### src/rtl/reg_file_sb_if.sv
// -----------------------------------------------------------------------------
// reg_file_sb_if
// Bundles the register-file bus between issue/writeback (master) and the
// register file (slave).
//
// Signals (direction as seen from the slave):
//   write_en, write_addr, write_data   in   writeback port
//   read_addr1, read_addr2             in   read port addresses
//   reserve_en, reserve_addr           in   scoreboard reservation
//   read_data1, read_data2             out  combinational read data
//   busy1, busy2                       out  pending-writeback flags per read port
//   reserve_err                        out  registered double-reservation pulse
// -----------------------------------------------------------------------------
interface reg_file_sb_if #(
    parameter int DATA_W = 16,
    parameter int ADDR_W = 3
);
    logic              write_en;
    logic [ADDR_W-1:0] write_addr;
    logic [DATA_W-1:0] write_data;
    logic [ADDR_W-1:0] read_addr1;
    logic [ADDR_W-1:0] read_addr2;
    logic [DATA_W-1:0] read_data1;
    logic [DATA_W-1:0] read_data2;
    logic              reserve_en;
    logic [ADDR_W-1:0] reserve_addr;
    logic              busy1;
    logic              busy2;
    logic              reserve_err;

    modport master (
        output write_en, write_addr, write_data,
        output read_addr1, read_addr2,
        output reserve_en, reserve_addr,
        input  read_data1, read_data2,
        input  busy1, busy2, reserve_err
    );

    modport slave (
        input  write_en, write_addr, write_data,
        input  read_addr1, read_addr2,
        input  reserve_en, reserve_addr,
        output read_data1, read_data2,
        output busy1, busy2, reserve_err
    );
endinterface

### src/rtl/reg_file_sb.sv
// -----------------------------------------------------------------------------
// reg_file_sb
// General-purpose register file: two combinational read ports with
// write-to-read bypass, one synchronous write port, optional hardwired-zero R0,
// and a per-register busy scoreboard used by issue logic to spot RAW hazards.
//
// Ports:
//   clk       in   system clock, rising edge
//   rst       in   asynchronous reset, active-high
//   bus       reg_file_sb_if.slave (write, read, reserve, busy, reserve_err)
//   wb_count  out  [15:0] saturating count of accepted writes
//                  (present only when REG_FILE_STATS_EN is defined)
//
// Optional feature macro: REG_FILE_STATS_EN
// -----------------------------------------------------------------------------
module reg_file_sb #(
    parameter int DATA_W   = 16,
    parameter int ADDR_W   = 3,
    parameter int ZERO_REG = 1
) (
    input  logic               clk,
    input  logic               rst,
    reg_file_sb_if.slave       bus
`ifdef REG_FILE_STATS_EN
    ,
    output logic [15:0]        wb_count
`endif
);
    localparam int DEPTH = 1 << ADDR_W;

    logic [DATA_W-1:0] mem [DEPTH];
    logic [DEPTH-1:0]  busy;
    logic [DEPTH-1:0]  busy_nxt;
    logic              reserve_err_q;

    logic              wr_ok;
    logic              rsv_ok;
    logic [ADDR_W-1:0] rd_addr [2];
    logic [DATA_W-1:0] rd_data [2];
    logic              rd_busy [2];

    // A write or reservation aimed at a hardwired R0 is dropped entirely.
    // Writes are also masked during reset so the bypass cannot leak write_data
    // while the array is being held at zero.
    assign wr_ok  = bus.write_en && !rst &&
                    !((ZERO_REG != 0) && (bus.write_addr == '0));
    assign rsv_ok = bus.reserve_en &&
                    !((ZERO_REG != 0) && (bus.reserve_addr == '0));

    assign rd_addr[0] = bus.read_addr1;
    assign rd_addr[1] = bus.read_addr2;

    // Read ports: array value, overridden by a same-cycle write (which also
    // resolves the hazard, so busy drops), overridden again by hardwired R0.
    always_comb begin
        for (int p = 0; p < 2; p++) begin
            // NOTE: every output of a combinational block gets a default
            // before any conditional override, otherwise a latch is inferred.
            rd_data[p] = mem[rd_addr[p]];
            rd_busy[p] = busy[rd_addr[p]];
            if (wr_ok && (bus.write_addr == rd_addr[p])) begin
                rd_data[p] = bus.write_data;
                rd_busy[p] = 1'b0;
            end
            if ((ZERO_REG != 0) && (rd_addr[p] == '0)) begin
                rd_data[p] = '0;
                rd_busy[p] = 1'b0;
            end
        end
    end

    assign bus.read_data1  = rd_data[0];
    assign bus.read_data2  = rd_data[1];
    assign bus.busy1       = rd_busy[0];
    assign bus.busy2       = rd_busy[1];
    assign bus.reserve_err = reserve_err_q;

    // Writeback clears, reservation sets; the set comes last so a younger
    // instruction's reservation survives a same-cycle writeback of an older one.
    always_comb begin
        busy_nxt = busy;
        if (wr_ok)
            busy_nxt[bus.write_addr] = 1'b0;
        if (rsv_ok)
            busy_nxt[bus.reserve_addr] = 1'b1;
    end

    always_ff @(posedge clk or posedge rst) begin
        if (rst) begin
            // NOTE: the array is reset explicitly because software expects
            // every register to read zero after reset; this keeps it in flops.
            for (int i = 0; i < DEPTH; i++)
                mem[i] <= '0;
            busy          <= '0;
            reserve_err_q <= 1'b0;
        end else begin
            // NOTE: sequential state uses non-blocking assignments so every
            // flop samples pre-edge values regardless of statement order.
            if (wr_ok)
                mem[bus.write_addr] <= bus.write_data;
            busy          <= busy_nxt;
            // A same-cycle writeback to the same register retires the old
            // reservation, so the new one is not a double booking.
            reserve_err_q <= rsv_ok && busy[bus.reserve_addr] &&
                             !(bus.write_en && (bus.write_addr == bus.reserve_addr));
        end
    end

`ifdef REG_FILE_STATS_EN
    always_ff @(posedge clk or posedge rst) begin
        if (rst)
            wb_count <= '0;
        else if (wr_ok && (wb_count != 16'hFFFF))
            wb_count <= wb_count + 16'd1;
    end
`endif

endmodule

### src/flat_wrapper.sv
// flat-port wrapper written by rule: the top's interface ports become plain ports
module reg_file_sb_flat 
#(
    parameter int DATA_W   = 16,
    parameter int ADDR_W   = 3,
    parameter int ZERO_REG = 1
)
  (clk, rst, bus_write_en, bus_write_addr, bus_write_data, bus_read_addr1, bus_read_addr2, bus_reserve_en, bus_reserve_addr, bus_read_data1, bus_read_data2, bus_busy1, bus_busy2, bus_reserve_err);
  reg_file_sb_if #(.DATA_W(DATA_W), .ADDR_W(ADDR_W)) bus_i ();
  input  logic clk;
  input  logic rst;
  input wire logic [$bits(bus_i.write_en)-1:0] bus_write_en;
  input wire logic [$bits(bus_i.write_addr)-1:0] bus_write_addr;
  input wire logic [$bits(bus_i.write_data)-1:0] bus_write_data;
  input wire logic [$bits(bus_i.read_addr1)-1:0] bus_read_addr1;
  input wire logic [$bits(bus_i.read_addr2)-1:0] bus_read_addr2;
  input wire logic [$bits(bus_i.reserve_en)-1:0] bus_reserve_en;
  input wire logic [$bits(bus_i.reserve_addr)-1:0] bus_reserve_addr;
  output wire logic [$bits(bus_i.read_data1)-1:0] bus_read_data1;
  output wire logic [$bits(bus_i.read_data2)-1:0] bus_read_data2;
  output wire logic [$bits(bus_i.busy1)-1:0] bus_busy1;
  output wire logic [$bits(bus_i.busy2)-1:0] bus_busy2;
  output wire logic [$bits(bus_i.reserve_err)-1:0] bus_reserve_err;
  assign bus_i.write_en = bus_write_en;
  assign bus_i.write_addr = bus_write_addr;
  assign bus_i.write_data = bus_write_data;
  assign bus_i.read_addr1 = bus_read_addr1;
  assign bus_i.read_addr2 = bus_read_addr2;
  assign bus_i.reserve_en = bus_reserve_en;
  assign bus_i.reserve_addr = bus_reserve_addr;
  assign bus_read_data1 = bus_i.read_data1;
  assign bus_read_data2 = bus_i.read_data2;
  assign bus_busy1 = bus_i.busy1;
  assign bus_busy2 = bus_i.busy2;
  assign bus_reserve_err = bus_i.reserve_err;
  reg_file_sb #(.DATA_W(DATA_W), .ADDR_W(ADDR_W), .ZERO_REG(ZERO_REG)) u_core (.clk(clk), .rst(rst), .bus(bus_i));
endmodule
### config.mk
export PLATFORM = sky130hd
export DESIGN_NAME = reg_file_sb_flat
export DESIGN_NICKNAME = d
export VERILOG_FILES = /design/src/rtl/reg_file_sb_if.sv /design/src/rtl/reg_file_sb.sv /design/src/flat_wrapper.sv
export SDC_FILE = /design/constraint.sdc
export NUM_CORES = 1
export LEC_CHECK = 0
export ABC_AREA = 1
export BUFFER_PORTS_ARGS = -buffer_cell sky130_fd_sc_hd__buf_2
export CORE_ASPECT_RATIO = 1.4
export CORE_MARGIN = 2
export CORE_UTILIZATION = 45
export DETAILED_ROUTE_END_ITERATION = 16
export GPL_ROUTABILITY_DRIVEN = 0
export GPL_TIMING_DRIVEN = 0
export SYNTH_ARGS = -nofsm -noshare
export SYNTH_HDL_FRONTEND = slang
export SYNTH_SLANG_ARGS = --single-unit
### constraint.sdc
create_clock -name clk -period 13.3 [get_ports clk]
set_input_delay 1.995 -clock clk [delete_from_list [all_inputs] [get_ports clk]]
set_output_delay 1.995 -clock clk [all_outputs]
set_load 0.02 [all_outputs]
==> out/qor.txt <==
outcome -> finished clean
Hold Crit Start -> u_core.mem[126]$_DFFE_PP0P_
DRT iter0 DRCs -> 1230
fin crit period -> 5.907 ns
GR Overflow Total -> 0
Nets -> 1374
# clock sinks -> 137
reg-to-reg slack, setup -> 12.29 ns
cell area after synthesis -> 0.008521 mm^2
pwr dens -> 143.5 mW/mm^2
worst r2r src -> u_core.busy[5]$_DFF_PP0_
DRC Markers -> 0
Synth cell types -> 31
DIE AREA -> 0.02007 mm^2
Setup Buffers After CTS -> 0
I/O pin cnt -> 67
Least-Margin Pin Slew -> 0.9244 ns
sequential-to-total area share from yosys stat -> 0.4023
initial antenna violation count -> 0
final hold viol count -> 0
HPWL reported at the end of detailed placement -> 23640 um
Yosys warnings -> 0
Post-CTS Resized -> 0
fin. max-slew vios -> 0
Clk pwr share -> 0.365
RSZ-0062 raised after global routing -> false
global-route wire length before repair -> 52830 um
Die Ht -> 166.8 um
FF-to-FF End -> u_core.bus.reserve_err$_DFF_PP0_
Max Clock Freq -> 0.1693 GHz
leading post-synthesis cells by cell area -> dfrtp_1 40%, nand2_1 22%, nand3_1 7.2%
Seq cells post-synth -> 137
internal power -> 926.9 uW
final-layout fill cell count -> 1984
P_sw -> 476.7 uW
Sw Share -> 0.3396
Combinational Power Share -> 0.239
Ant. Diodes -> 0
vias per cell -> 5.732
Post-Synthesis Cells -> 1263
port bufs -> 59
number of nets with antenna violations after routing -> 0
WHS Endpoint -> u_core.mem[126]$_DFFE_PP0P_
syn_area_per_cell -> 6.746 um^2
Final Cycle Share -> 0.4441
Pre-antenna DRT Iters -> 5
worst reg2reg path depth -> 6
VDD IR max -> 0.09190 mV
Max Cap Violations -> 0
num rows -> 59
register area -> 0.003428 mm^2
H-tree depth -> 4
vias in the first global route -> 8479
Critical Path AT -> 3.91 ns
post-synth top area cell -> dfrtp_1
Hold Crit Class -> reg -> reg
Placement Cell Area -> 0.009154 mm^2
largest net degree at the start of global routing -> 92
layout cells sized above 1 -> 0.1498
drt wl/cell -> 22.44 um
WS Path Type -> in -> out
CTS tree -> done
area of the multi-input gates -> 0.004161 mm^2
GRT Total Usage -> 0.3602
Pleak -> 4.978 nW
clk_skew -> 0.0009353 ns
design area -> 0.009778 mm^2
Setup violations, final -> 0
Via Count -> 9165
clk buf depth -> 2
hold-fix buffers at CTS -> 0
CP endpoint kind -> output pin
setup TNS -> 0 ns
Hold Path Cell Cnt -> 1
startpoint class of the critical path -> primary input
CTS clk-pin slew, worst paths -> 0.06 ns
P&R area growth vs syn -> 14.76%
CTS root buf -> clkbuf_16
post-synthesis net count -> 1295
die width -> 120.3 um
core area -> 0.01860 mm^2
final WL -> 35880 um
Yosys top cell area share -> 0.4023
Initial Util -> 0.4580
largest fanout on the critical path -> 48
Max-Slew Margin vs Limit -> 0.3838
TritonCTS Buffers -> 17
clk_lat worst skew -> 0.44 ns
CP Data Required Time -> 11.31 ns
Sequential Power Share -> 0.396
-- placed cells by master (no fill, tap or decap), types with 5 or more instances in the layout --
master	Yosys	routed
nand2_1	494	494
dfrtp_1	137	137
nand3_1	123	123
o21ai_0	103	103
buf_2	41	100
nor2_1	88	88
inv_1	86	85
a21oi_1	33	33
clkbuf_1	29	29
buf_4	19	19
o211ai_1	19	19
clkbuf_16	0	17
o21ai_2	16	16
o21ai_1	14	14
nand4_1	12	12
buf_6	10	10
inv_2	6	6
nand2_2	5	5
-- critical path, stage by stage --
cell,delay (ns)
buf_2,0.12
inv_6,0.33
nand2_1,0.20
inv_2,0.14
nand2_1,0.06
nor2_1,0.11
nand2_2,0.21
nand2_2,0.37
o21ai_0,0.17
buf_2,0.18
-- through the flow --
stage          utilization  worst slack [ns]  instances  total power, mW  hold slack [ns]
2_1_floorplan            -             4.944       1263           0.7824           0.4290
3_3_place_gp        0.4903             3.007       1566           0.8827           0.4405
3_5_place_dp        0.4921             7.438       1567           0.8884           0.4474
4_1_cts             0.5256             7.448       1599            1.392           0.4621
5_1_grt             0.5256             7.249       1599            1.467           0.4819
6_report            0.5256             7.393       1599            1.404           0.4568
-- power by group through the flow --
| stage | sequential (mW) | clock [mW] | combinational (mW) |
|---|---|---|---|
| final | 0.556 | 0.512 | 0.336 |
| after global routing | 0.565 | 0.528 | 0.374 |
| after CTS | 0.553 | 0.508 | 0.331 |
| after detailed placement | 0.558 | 0 | 0.330 |
| after global placement | 0.558 | 0 | 0.324 |
| after floorplan | 0.543 | 0 | 0.240 |
-- layout make-up --
type / instances / area share
Buffer: 99 / 0.05822
Multi-Input combinational cell: 932 / 0.4256
Clock buffer: 21 / 0.04914
Sequential cell: 137 / 0.3506
Timing Repair Buffer: 60 / 0.03301
Inverter: 95 / 0.03749
Tap cell: 244 / 0.03122
Clock inverter: 11 / 0.01472
-- state kept, by name, indices dropped and copies added, names as in the netlist --
register                count
u_core.bus.reserve_err      1
u_core.busy                 8
u_core.mem                128
-- worst max-delay path by stage --
stage               from            endpoint  slack [ns]  cells past startpoint
global placement     rst   bus_read_data1[2]        3.01                     10
CTS                  rst   bus_read_data1[2]        7.45                     10
floorplan            rst  bus_read_data1[14]        4.94                      8
global route         rst   bus_read_data1[7]        7.25                     10
detailed placement   rst   bus_read_data1[7]        7.44                     10
finish               rst   bus_read_data1[7]        7.39                     10
-- kinds of logic after synthesis --
family | after synthesis | synth area share
AO/OA/AOI/OAI | 191 | 0.1270
buffers and inverters | 194 | 0.1093
AND/OR/NAND/NOR | 734 | 0.3542
flip-flops | 137 | 0.4023
XOR/XNOR | 7 | 0.007195
-- Yosys cell counts (all sizes together) --
library cell and n:
nand2 499, dfrtp 137, o21ai 133, nand3 123, nor2 94, inv 93
buf 70, a21oi 34, clkbuf 29, o211ai 19, nand4 12, o22ai 4
or2 4, xnor2 4, xor2 3, clkinv 2, nor3 2, o31ai 1
-- routing by layer --
layer	up-vias	part of all wire	GRT usage
met5	-	0	0
met4	0	0.057	0.1967
met3	134	0.10	0.08219
met2	553	0.45	0.5494
met1	4325	0.39	0.4729
li1	4153	-	-
Power figures use the tool's default switching activity.
